**config.mk**
```make
export PLATFORM = sky130hd
export DESIGN_NAME = multicycle_control
export DESIGN_NICKNAME = d
export VERILOG_FILES = /design/src/rtl/ctrl_pkg.sv /design/src/rtl/opcode_decoder.sv /design/src/rtl/multicycle_control.sv
export SDC_FILE = /design/constraint.sdc
export NUM_CORES = 1
export LEC_CHECK = 0
export CAP_MARGIN = 20
export CORE_ASPECT_RATIO = 1.5
export CORE_MARGIN = 10
export CORE_UTILIZATION = 38
export CTS_CLUSTER_DIAMETER = 50
export DETAILED_ROUTE_END_ITERATION = 10
export GPL_TIMING_DRIVEN = 0
export PLACE_DENSITY = 0.78
export RECOVER_POWER = 50
export SYNTH_ARGS = -nofsm -noshare
export SYNTH_HDL_FRONTEND = slang
export SYNTH_SLANG_ARGS = --single-unit
```
**constraint.sdc**
```tcl
create_clock -name clk -period 4.2 [get_ports clk]
set_clock_uncertainty 0.2 [all_clocks]
set_input_delay 0.63 -clock clk [delete_from_list [all_inputs] [get_ports clk]]
set_output_delay 0.63 -clock clk [all_outputs]
set_load 0.005 [all_outputs]
```
**src/rtl/ctrl_pkg.sv**
```systemverilog
// Shared definitions for the LEGv8 multicycle controller: opcode constants,
// ALU operation encodings (also consumed by the ALU), FSM states, instruction
// classes, fault codes and the decoder result payload.
package ctrl_pkg;

    localparam int unsigned OPC_W  = 11;
    localparam int unsigned ALU_W  = 3;
    localparam int unsigned FLT_W  = 2;

    localparam logic [10:0] OPC_ADD  = 11'b10001011000;
    localparam logic [10:0] OPC_SUB  = 11'b11001011000;
    localparam logic [10:0] OPC_AND  = 11'b10001010000;
    localparam logic [10:0] OPC_ORR  = 11'b10101010000;
    localparam logic [10:0] OPC_LSL  = 11'b11010011011;
    localparam logic [10:0] OPC_LSR  = 11'b11010011010;
    localparam logic [10:0] OPC_LDUR = 11'b11111000010;
    localparam logic [10:0] OPC_STUR = 11'b11111000000;
    localparam logic [7:0]  OPC_CBZ  = 8'b10110100;
    localparam logic [5:0]  OPC_B    = 6'b000101;

    typedef enum logic [ALU_W-1:0] {
        ALU_ADD   = 3'b000,
        ALU_SUB   = 3'b001,
        ALU_AND   = 3'b010,
        ALU_ORR   = 3'b011,
        ALU_PASSB = 3'b100,
        ALU_LSL   = 3'b101,
        ALU_LSR   = 3'b110
    } alu_op_e;

    typedef enum logic [2:0] {
        S_IDLE,
        S_DECODE,
        S_EXEC,
        S_MEM,
        S_WB,
        S_FAULT
    } state_e;

    typedef enum logic [3:0] {
        CLS_ADD,
        CLS_SUB,
        CLS_AND,
        CLS_ORR,
        CLS_LSL,
        CLS_LSR,
        CLS_LDUR,
        CLS_STUR,
        CLS_CBZ,
        CLS_B,
        CLS_NONE
    } instr_class_e;

    typedef enum logic [FLT_W-1:0] {
        FLT_NONE    = 2'b00,
        FLT_ILLEGAL = 2'b01,
        FLT_TIMEOUT = 2'b10
    } fault_e;

    typedef struct packed {
        instr_class_e cls;
        logic         illegal;
    } decode_t;

endpackage

```
**src/rtl/opcode_decoder.sv**
```systemverilog
// Combinational opcode classifier.
//   i_opcode : instr[31:21] of the captured instruction
//   o_dec_c  : instruction class plus illegal flag (CLS_NONE when illegal)
module opcode_decoder
    import ctrl_pkg::*;
(
    input  logic [OPC_W-1:0] i_opcode,
    output decode_t          o_dec_c
);

    // CBZ and B are identified by shorter prefixes; their prefixes never
    // collide with the full 11-bit encodings.
    always_comb begin
        o_dec_c.cls     = CLS_NONE;
        o_dec_c.illegal = 1'b0;
        if (i_opcode[10:3] == OPC_CBZ) begin
            o_dec_c.cls = CLS_CBZ;
        end else if (i_opcode[10:5] == OPC_B) begin
            o_dec_c.cls = CLS_B;
        end else begin
            case (i_opcode)
                OPC_ADD:  o_dec_c.cls = CLS_ADD;
                OPC_SUB:  o_dec_c.cls = CLS_SUB;
                OPC_AND:  o_dec_c.cls = CLS_AND;
                OPC_ORR:  o_dec_c.cls = CLS_ORR;
                OPC_LSL:  o_dec_c.cls = CLS_LSL;
                OPC_LSR:  o_dec_c.cls = CLS_LSR;
                OPC_LDUR: o_dec_c.cls = CLS_LDUR;
                OPC_STUR: o_dec_c.cls = CLS_STUR;
                default:  o_dec_c.illegal = 1'b1;
            endcase
        end
    end

endmodule

```
**src/rtl/multicycle_control.sv**
```systemverilog
// Multicycle LEGv8 control unit (Moore FSM IDLE/DECODE/EXEC/MEM/WB/FAULT).
// Ports:
//   clk, rst_n              : clock, asynchronous active-low reset
//   instr_valid, instr      : instruction handshake input (accepted in IDLE)
//   instr_ready             : high in IDLE while out of reset
//   zero                    : ALU zero flag, used by CBZ in EXEC
//   mem_ready               : data memory access complete
//   aluOP, alu_src_b        : ALU operation and B-operand select (EXEC only)
//   reg_write, mem_read,
//   mem_write, pc_write,
//   pc_src                  : datapath enables / PC source select
//   fault                   : 00 none, 01 illegal opcode, 10 memory timeout
module multicycle_control
    import ctrl_pkg::*;
#(
    parameter int unsigned MEM_TIMEOUT = 16
) (
    input  logic              clk,
    input  logic              rst_n,
    input  logic              instr_valid,
    input  logic [31:0]       instr,
    output logic              instr_ready,
    input  logic              zero,
    input  logic              mem_ready,
    output logic [ALU_W-1:0]  aluOP,
    output logic              alu_src_b,
    output logic              reg_write,
    output logic              mem_read,
    output logic              mem_write,
    output logic              pc_write,
    output logic              pc_src,
    output logic [FLT_W-1:0]  fault
);

    localparam int unsigned CNT_W = $clog2(MEM_TIMEOUT + 1);

    state_e            r_state;
    state_e            w_next_state;
    logic [31:0]       r_instr;
    logic [31:0]       w_instr_next;
    logic [CNT_W-1:0]  r_cnt;
    logic [CNT_W-1:0]  w_cnt_next;
    decode_t           w_dec_c;
    logic              w_is_load;
    logic              w_mem_last;
    logic              w_unused_operands;

    // Only the opcode field steers control; operand fields belong to the datapath.
    assign w_unused_operands = ^r_instr[20:0];

    opcode_decoder u_opcode_decoder (
        .i_opcode (r_instr[31:21]),
        .o_dec_c  (w_dec_c)
    );

    assign w_is_load  = (w_dec_c.cls == CLS_LDUR);
    assign w_mem_last = (r_cnt == CNT_W'(MEM_TIMEOUT - 1));

    // State, instruction and timeout registers.
    always_ff @(posedge clk or negedge rst_n) begin
        if (!rst_n) begin
            r_state <= S_IDLE;
            r_instr <= '0;
            r_cnt   <= '0;
        end else begin
            r_state <= w_next_state;
            r_instr <= w_instr_next;
            r_cnt   <= w_cnt_next;
        end
    end

    // Next-state and output decode.
    always_comb begin
        w_next_state = r_state;
        w_instr_next = r_instr;
        w_cnt_next   = r_cnt;
        instr_ready  = 1'b0;
        aluOP        = ALU_ADD;
        alu_src_b    = 1'b0;
        reg_write    = 1'b0;
        mem_read     = 1'b0;
        mem_write    = 1'b0;
        pc_write     = 1'b0;
        pc_src       = 1'b0;
        fault        = FLT_NONE;

        case (r_state)
            S_IDLE: begin
                // Gated so the handshake is closed while reset is held.
                instr_ready = rst_n;
                if (instr_valid) begin
                    w_instr_next = instr;
                    w_next_state = S_DECODE;
                end
            end

            S_DECODE: begin
                w_next_state = w_dec_c.illegal ? S_FAULT : S_EXEC;
            end

            S_EXEC: begin
                w_next_state = S_WB;
                case (w_dec_c.cls)
                    CLS_ADD: aluOP = ALU_ADD;
                    CLS_SUB: aluOP = ALU_SUB;
                    CLS_AND: aluOP = ALU_AND;
                    CLS_ORR: aluOP = ALU_ORR;
                    CLS_LSL: begin
                        aluOP     = ALU_LSL;
                        alu_src_b = 1'b1;
                    end
                    CLS_LSR: begin
                        aluOP     = ALU_LSR;
                        alu_src_b = 1'b1;
                    end
                    CLS_LDUR, CLS_STUR: begin
                        alu_src_b    = 1'b1;
                        w_cnt_next   = '0;
                        w_next_state = S_MEM;
                    end
                    CLS_CBZ: begin
                        aluOP        = ALU_PASSB;
                        pc_write     = 1'b1;
                        pc_src       = zero;
                        w_next_state = S_IDLE;
                    end
                    CLS_B: begin
                        pc_write     = 1'b1;
                        pc_src       = 1'b1;
                        w_next_state = S_IDLE;
                    end
                    default: w_next_state = S_FAULT;
                endcase
            end

            S_MEM: begin
                mem_read  = w_is_load;
                mem_write = !w_is_load;
                if (mem_ready) begin
                    if (w_is_load) begin
                        w_next_state = S_WB;
                    end else begin
                        // Store retires in its completing MEM cycle.
                        pc_write     = 1'b1;
                        w_next_state = S_IDLE;
                    end
                end else if (w_mem_last) begin
                    w_next_state = S_FAULT;
                end else begin
                    w_cnt_next = r_cnt + CNT_W'(1);
                end
            end

            S_WB: begin
                reg_write    = 1'b1;
                pc_write     = 1'b1;
                w_next_state = S_IDLE;
            end

            S_FAULT: begin
                // Illegal words never reach MEM, so the cause follows from the opcode.
                fault        = w_dec_c.illegal ? FLT_ILLEGAL : FLT_TIMEOUT;
                w_next_state = S_IDLE;
            end

            default: w_next_state = S_IDLE;
        endcase
    end

endmodule

```
* Word-level counts from Yosys, hierarchy flattened
Cells that the tools add are included.
Operators by class: reduce and logical (&&, ||, !) cells 12, equal/unequal tests 30, add/sub/neg operators 1, mux-type cells 33
Operators with widths (count):
- equality test 11 bit (second input constant) | 8
- case mux 4 bit (8 select lines) | 1
- 2-to-1 mux 3 bit | 6
- case mux 3 bit (6 select lines) | 1
- equality test 4 x 3 -> 1 bit (second input constant) | 4
- 2-to-1 mux 5 bit | 3
- 2-to-1 mux 1 bit | 13
- case mux 3 bit (4 select lines) | 1
- case mux 5 bit (2 select lines) | 1
- case mux 3 bit (3 select lines) | 1
- equality test 4 x 2 -> 1 bit (second input constant) | 2
- equality test 4 bit (second input constant) | 2
- equality test 8 bit (second input constant) | 1
- 2-to-1 mux 4 bit | 2
- != test 2 bit (second input constant) | 4
- OR reduction 8 bit | 1
- equality test 3 x 2 -> 1 bit (second input constant) | 2
- equality test 3 bit (second input constant) | 2
- equality test 6 x 3 -> 1 bit (second input constant) | 1
- OR reduction 6 bit | 1
- adder 5 x 1 -> 5 bit (second input constant) | 1
- equality test 5 x 4 -> 1 bit (second input constant) | 1
- equality test 4 x 1 -> 1 bit (second input constant) | 1
- zero test 4 bit | 1
- other kinds (12) | 15
Storage, ports and cells: bits of input ports 37, register bits 40

* Depth between registers and ports, before layout
Gate-level depths: netlist (run 1).
depth in word-level cells 8, mapped depth 7, mapped depth without buffers 7

* Cells and area by module
Synthesis (run 1) repeated with hierarchy kept, for this count alone.
Unflattened totals: cell total of the unflattened synthesis 140, area, all modules 1315.0 µm²
Modules (own cells, without submodules):
- multicycle_control | area each 1113.6 µm², cells each 107, sequential area each 475.5 µm², instances 1
- opcode_decoder | area each 201.4 µm², cells each 33, sequential area each 0.0 µm², instances 1

* Worst setup path before layout (run 1)
Ideal clock, no wire load.
path kind register to output, from register r_instr[22], to output port aluOP[1], data required time 3370 ps, cell stages (with the launch flop) 7, path buffers 1, arrival 1703 ps, path slack 1667 ps, cells stage by stage dfrtp_1 clkbuf_2 or3b_2 a2111oi_0 a21o_1 o21ai_0 a21oi_1
Between the ends: cells in the longest elaborated chain, start to end 7, elaborated cells on any way between the ends 19, those cells by class 14 x eq/ne; 5 x mux
Ends and longest elaborated chain:
- start: declaration | line multicycle_control.sv:39 | logic [31:0] r_instr;
- start signal: assignment | line multicycle_control.sv:67 | r_instr <= w_instr_next;
- equality test 11 bit | line opcode_decoder.sv:21 | case (i_opcode)
- case mux 4 bit (8 select lines) * | line opcode_decoder.sv:21
- 2-to-1 mux 4 bit * | line opcode_decoder.sv:18 | end else if (i_opcode[10:5] == OPC_B) begin
- 2-to-1 mux 4 bit * | line opcode_decoder.sv:16 | if (i_opcode[10:3] == OPC_CBZ) begin
- equality test 4 bit, or another cell as far along | line multicycle_control.sv:103 | case (w_dec_c.cls)
- case mux 3 bit (6 select lines) * | line multicycle_control.sv:103
- 2-to-1 mux 3 bit * | line multicycle_control.sv:87 | case (r_state)
- end: declaration | line multicycle_control.sv:25 | output logic [ALU_W-1:0] aluOP,
Mark *: on every way between the ends. The rest lies on a longest branch, timed or not.

* Worst setup path in the final report (run 1)
Same ends and word-level chain as after synthesis.

==> results of run 1 <==
layout by cell type (no fill, tap or decap), types with 3 or more instances in the layout:
cell type	Yosys	routed
inv_1	3	3
clkdlybuf4s50_1	0	26
nor3_1	9	9
a21oi_1	9	9
clkbuf_1	3	3
nor2_1	11	11
clkbuf_8	0	3
mux2_2	12	12
o21ai_0	4	4
nand3b_1	5	5
dfrtp_1	19	19
nand2_1	7	7
nor4bb_1	3	3
path summary, 6_finish.rpt:
kind / cells past startpoint / end
hold / removal: 2 / r_cnt[4]
min in group asynchronous: 1 / r_state[1]
hold reg to reg: 2 / r_cnt[4]
max in group asynchronous: 1 / r_instr[25]
setup reg to reg: 5 / r_state[2]
setup / recovery: 7 / aluOP[1]
cell families (layout without fill, tap and decap cells):
logic type | count (synthesis) | after routing | share of synthesized area, %
simple gates | 58 | 58 | 31.5
compound gates | 24 | 24 | 12.8
flops | 19 | 19 | 37.8
mux | 13 | 13 | 11.5
buf+inv | 9 | 40 | 2.98
fa+ha+maj | 2 | 2 | 1.99
xor+xnor | 2 | 2 | 1.39
sequential cells by signal, summed over array words and instances (netlist names):
signal   cells
r_instr     11
r_state      3
r_cnt        5
through the flow:
step	hold slack (ns)	instance area [sq um]	total power, W	std cells
2_1_floorplan	0.134	1260	0.000631	127
3_3_place_gp	0.267	1580	0.000732	194
3_5_place_dp	0.268	1580	0.000746	194
4_1_cts	0.284	1630	0.000881	198
5_1_grt	0.312	1620	0.000934	198
6_report	0.280	1620	0.000869	198
tightest hold or removal path: stages (launching register included):
cell and delay, ns:
dfrtp_1 0.34, nand2_1 0.05, o31ai_1 0.05
area by class of cell:
type / count / area [sq um]
Inverter: 3 / 11.3
Sequential cell: 19 / 475
Tap cell: 40 / 50.0
Clock buffer: 3 / 41.3
Buffer: 6 / 26.3
Timing Repair Buffer: 27 / 270
Clock inverter: 1 / 5.00
Multi-Input combinational cell: 99 / 743
Fill cell: 295 / 1540
routing by layer:
metal / GRT usage, % / wire (um)
met5: 0 / 0
met4: 4.81 / 49
met3: 3.73 / 219
met2: 17.0 / 1550
met1: 11.0 / 1150
where the power goes:
part / leakage [nW] / internal [W] / total, W / switching (W)
Clock: 0.0255 / 0.0000660 / 0.000127 / 0.0000611
Combinational: 0.382 / 0.000208 / 0.000378 / 0.000170
Sequential: 0.232 / 0.000263 / 0.000364 / 0.000101
==> flow_metrics.py, run 1 <==
metrics = {
    "run_status": {
        "outcome": "finished clean",
    },
    "yosys": {
        "synth_area_per_cell_sq_um": 9.91,
        "synth.most_common_cell": "dfrtp_1",
        "ys.flop_type": "dfrtp_1",
        "synthDominantCellAreaShare_pct": 37.8,
        "ys_top_cells_by_count": "19 x dfrtp_1, 12 x mux2_2, 11 x nor2_1, 9 x a21oi_1, 9 x nor3_1",
        "yosys_warnings": 0,
        "synth-edff-count": 0,
        "syn-num-nets": 166,
        "async_flop_share_pct": 100,
        "synth_seq_area_share_pct": 37.8,
        "synth_area_sq_mm": 0.00126,
        "synth_area_leaders": "dfrtp_1 38%, mux2_2 11%, a21oi_1 3.6%",
        "synth-seq-cells": 19,
        "synth_cell_types": 46,
        "yosys.area.top_type": "dfrtp_1",
        "netlist_instances": 127,
    },
    "critical_path": {
        "rrSetupSlack_ns": 1.86,
        "critPathTopFamily": "compound AO/OA/AOI/OAI gates",
        "rr_startpoint": "r_instr[23]",
        "worstPathArrival_ns": 2.75,
        "cp-startpoint": "r_instr[22]",
        "critPathKind": "reg2out",
        "crit_fanout": 9,
        "path_buf_inv": 2,
        "path_cells": "clkbuf_2, or3b_2, a2111oi_0, a21o_1, o21ai_0, a21oi_1, clkdlybuf4s50_1",
        "critPathCaptureType": "primary output",
        "max_stage_delay_ns": 0.53,
        "start_kind": "flop",
        "slowest_stage": "clkdlybuf4s50_1",
        "cp_data_required_time_ns": 3.37,
    },
    "clock_network": {
        "holdBufCountCts": 0,
        "post-cts-setup-buffers": 0,
        "clockBufferDepth": 2,
        "htreeDepth": 1,
        "clk_latency_ns": 0.26,
        "cts.repair.resized": 0,
        "cts_num_sinks": 19,
        "clkTransAtPathRegs_ns": 0.07,
        "cts_root_buf": "clkbuf_8",
        "cts_tree": "done",
        "cts_buffers": 3,
    },
    "global_route": {
        "overflow": 0,
        "antenna_found_initial": 0,
        "grt_use_total_pct": 10.3,
        "grt_pass1_wl_um": 5040,
        "grt_pass1_vias": 1100,
        "grt_max_degree": 21,
    },
    "floorplanning": {
        "floorplan.rows": 25,
        "dieArea_sq_mm": 0.00606,
        "die_y_um": 90.5,
        "core_sq_mm": 0.00316,
        "die_w_um": 67.0,
        "start_util_pct": 39.8,
        "num_io_pins": 49,
    },
    "detailed_routing": {
        "ant_nets": 0,
        "wl_per_cell_um": 15.0,
        "initialDrtViolationCount": 41,
        "via_count": 1086,
        "first_pass_iters": 4,
        "drc": 0,
        "viasPerCell": 5.48,
        "drt-total-wl_um": 2970,
    },
    "sta": {
        "post-route-min-period_ns": 3.58,
        "rsz0062_at_grt": "no",
        "fmax_ghz": 0.280,
        "setup_violations": 0,
        "worst_slew_pin_slew_ns": 0.865,
        "finalCritPeriodShare_pct": 85.2,
        "hold_viol_final": 0,
        "drv_slew": 0,
        "max-slew-margin-rel_pct": 42.1,
        "tns_ns": 0,
        "layout_setup_ws_ns": 0.623,
    },
    "placed_design": {
        "portBuffers": 27,
        "place.gp.congestion": 0.804,
        "hpwl_um": 2320,
        "place_ws_ns": 0.906,
    },
    "min_path": {
        "hold_path.class": "reg2reg",
        "hp-start": "r_cnt[4]",
    },
    "power_and_ir_drop": {
        "ir_drop_mv": 0.284,
        "powerDensity_mw_per_mm2": 536,
        "p_leak_nw": 0.639,
    },
    "layout": {
        "final_nets": 198,
        "fin_util_pct": 51.4,
        "antenna_cells": 0,
        "drive_above_1_share_pct": 17.7,
        "area_growth_pct": 28.9,
    },
    "run": {
        "max_cap_viol_count": 0,
    },
}
No activity file was read; power rests on OpenSTA's default activity.
==> inputs of run 2 (changes only) <==
SKIP_LAST_GASP = 1   (was unset)
TNS_END_PERCENT = 10   (was unset)
==> results of run 2 <==
The final DEF is identical to that of run 1; final timing and power are the same.
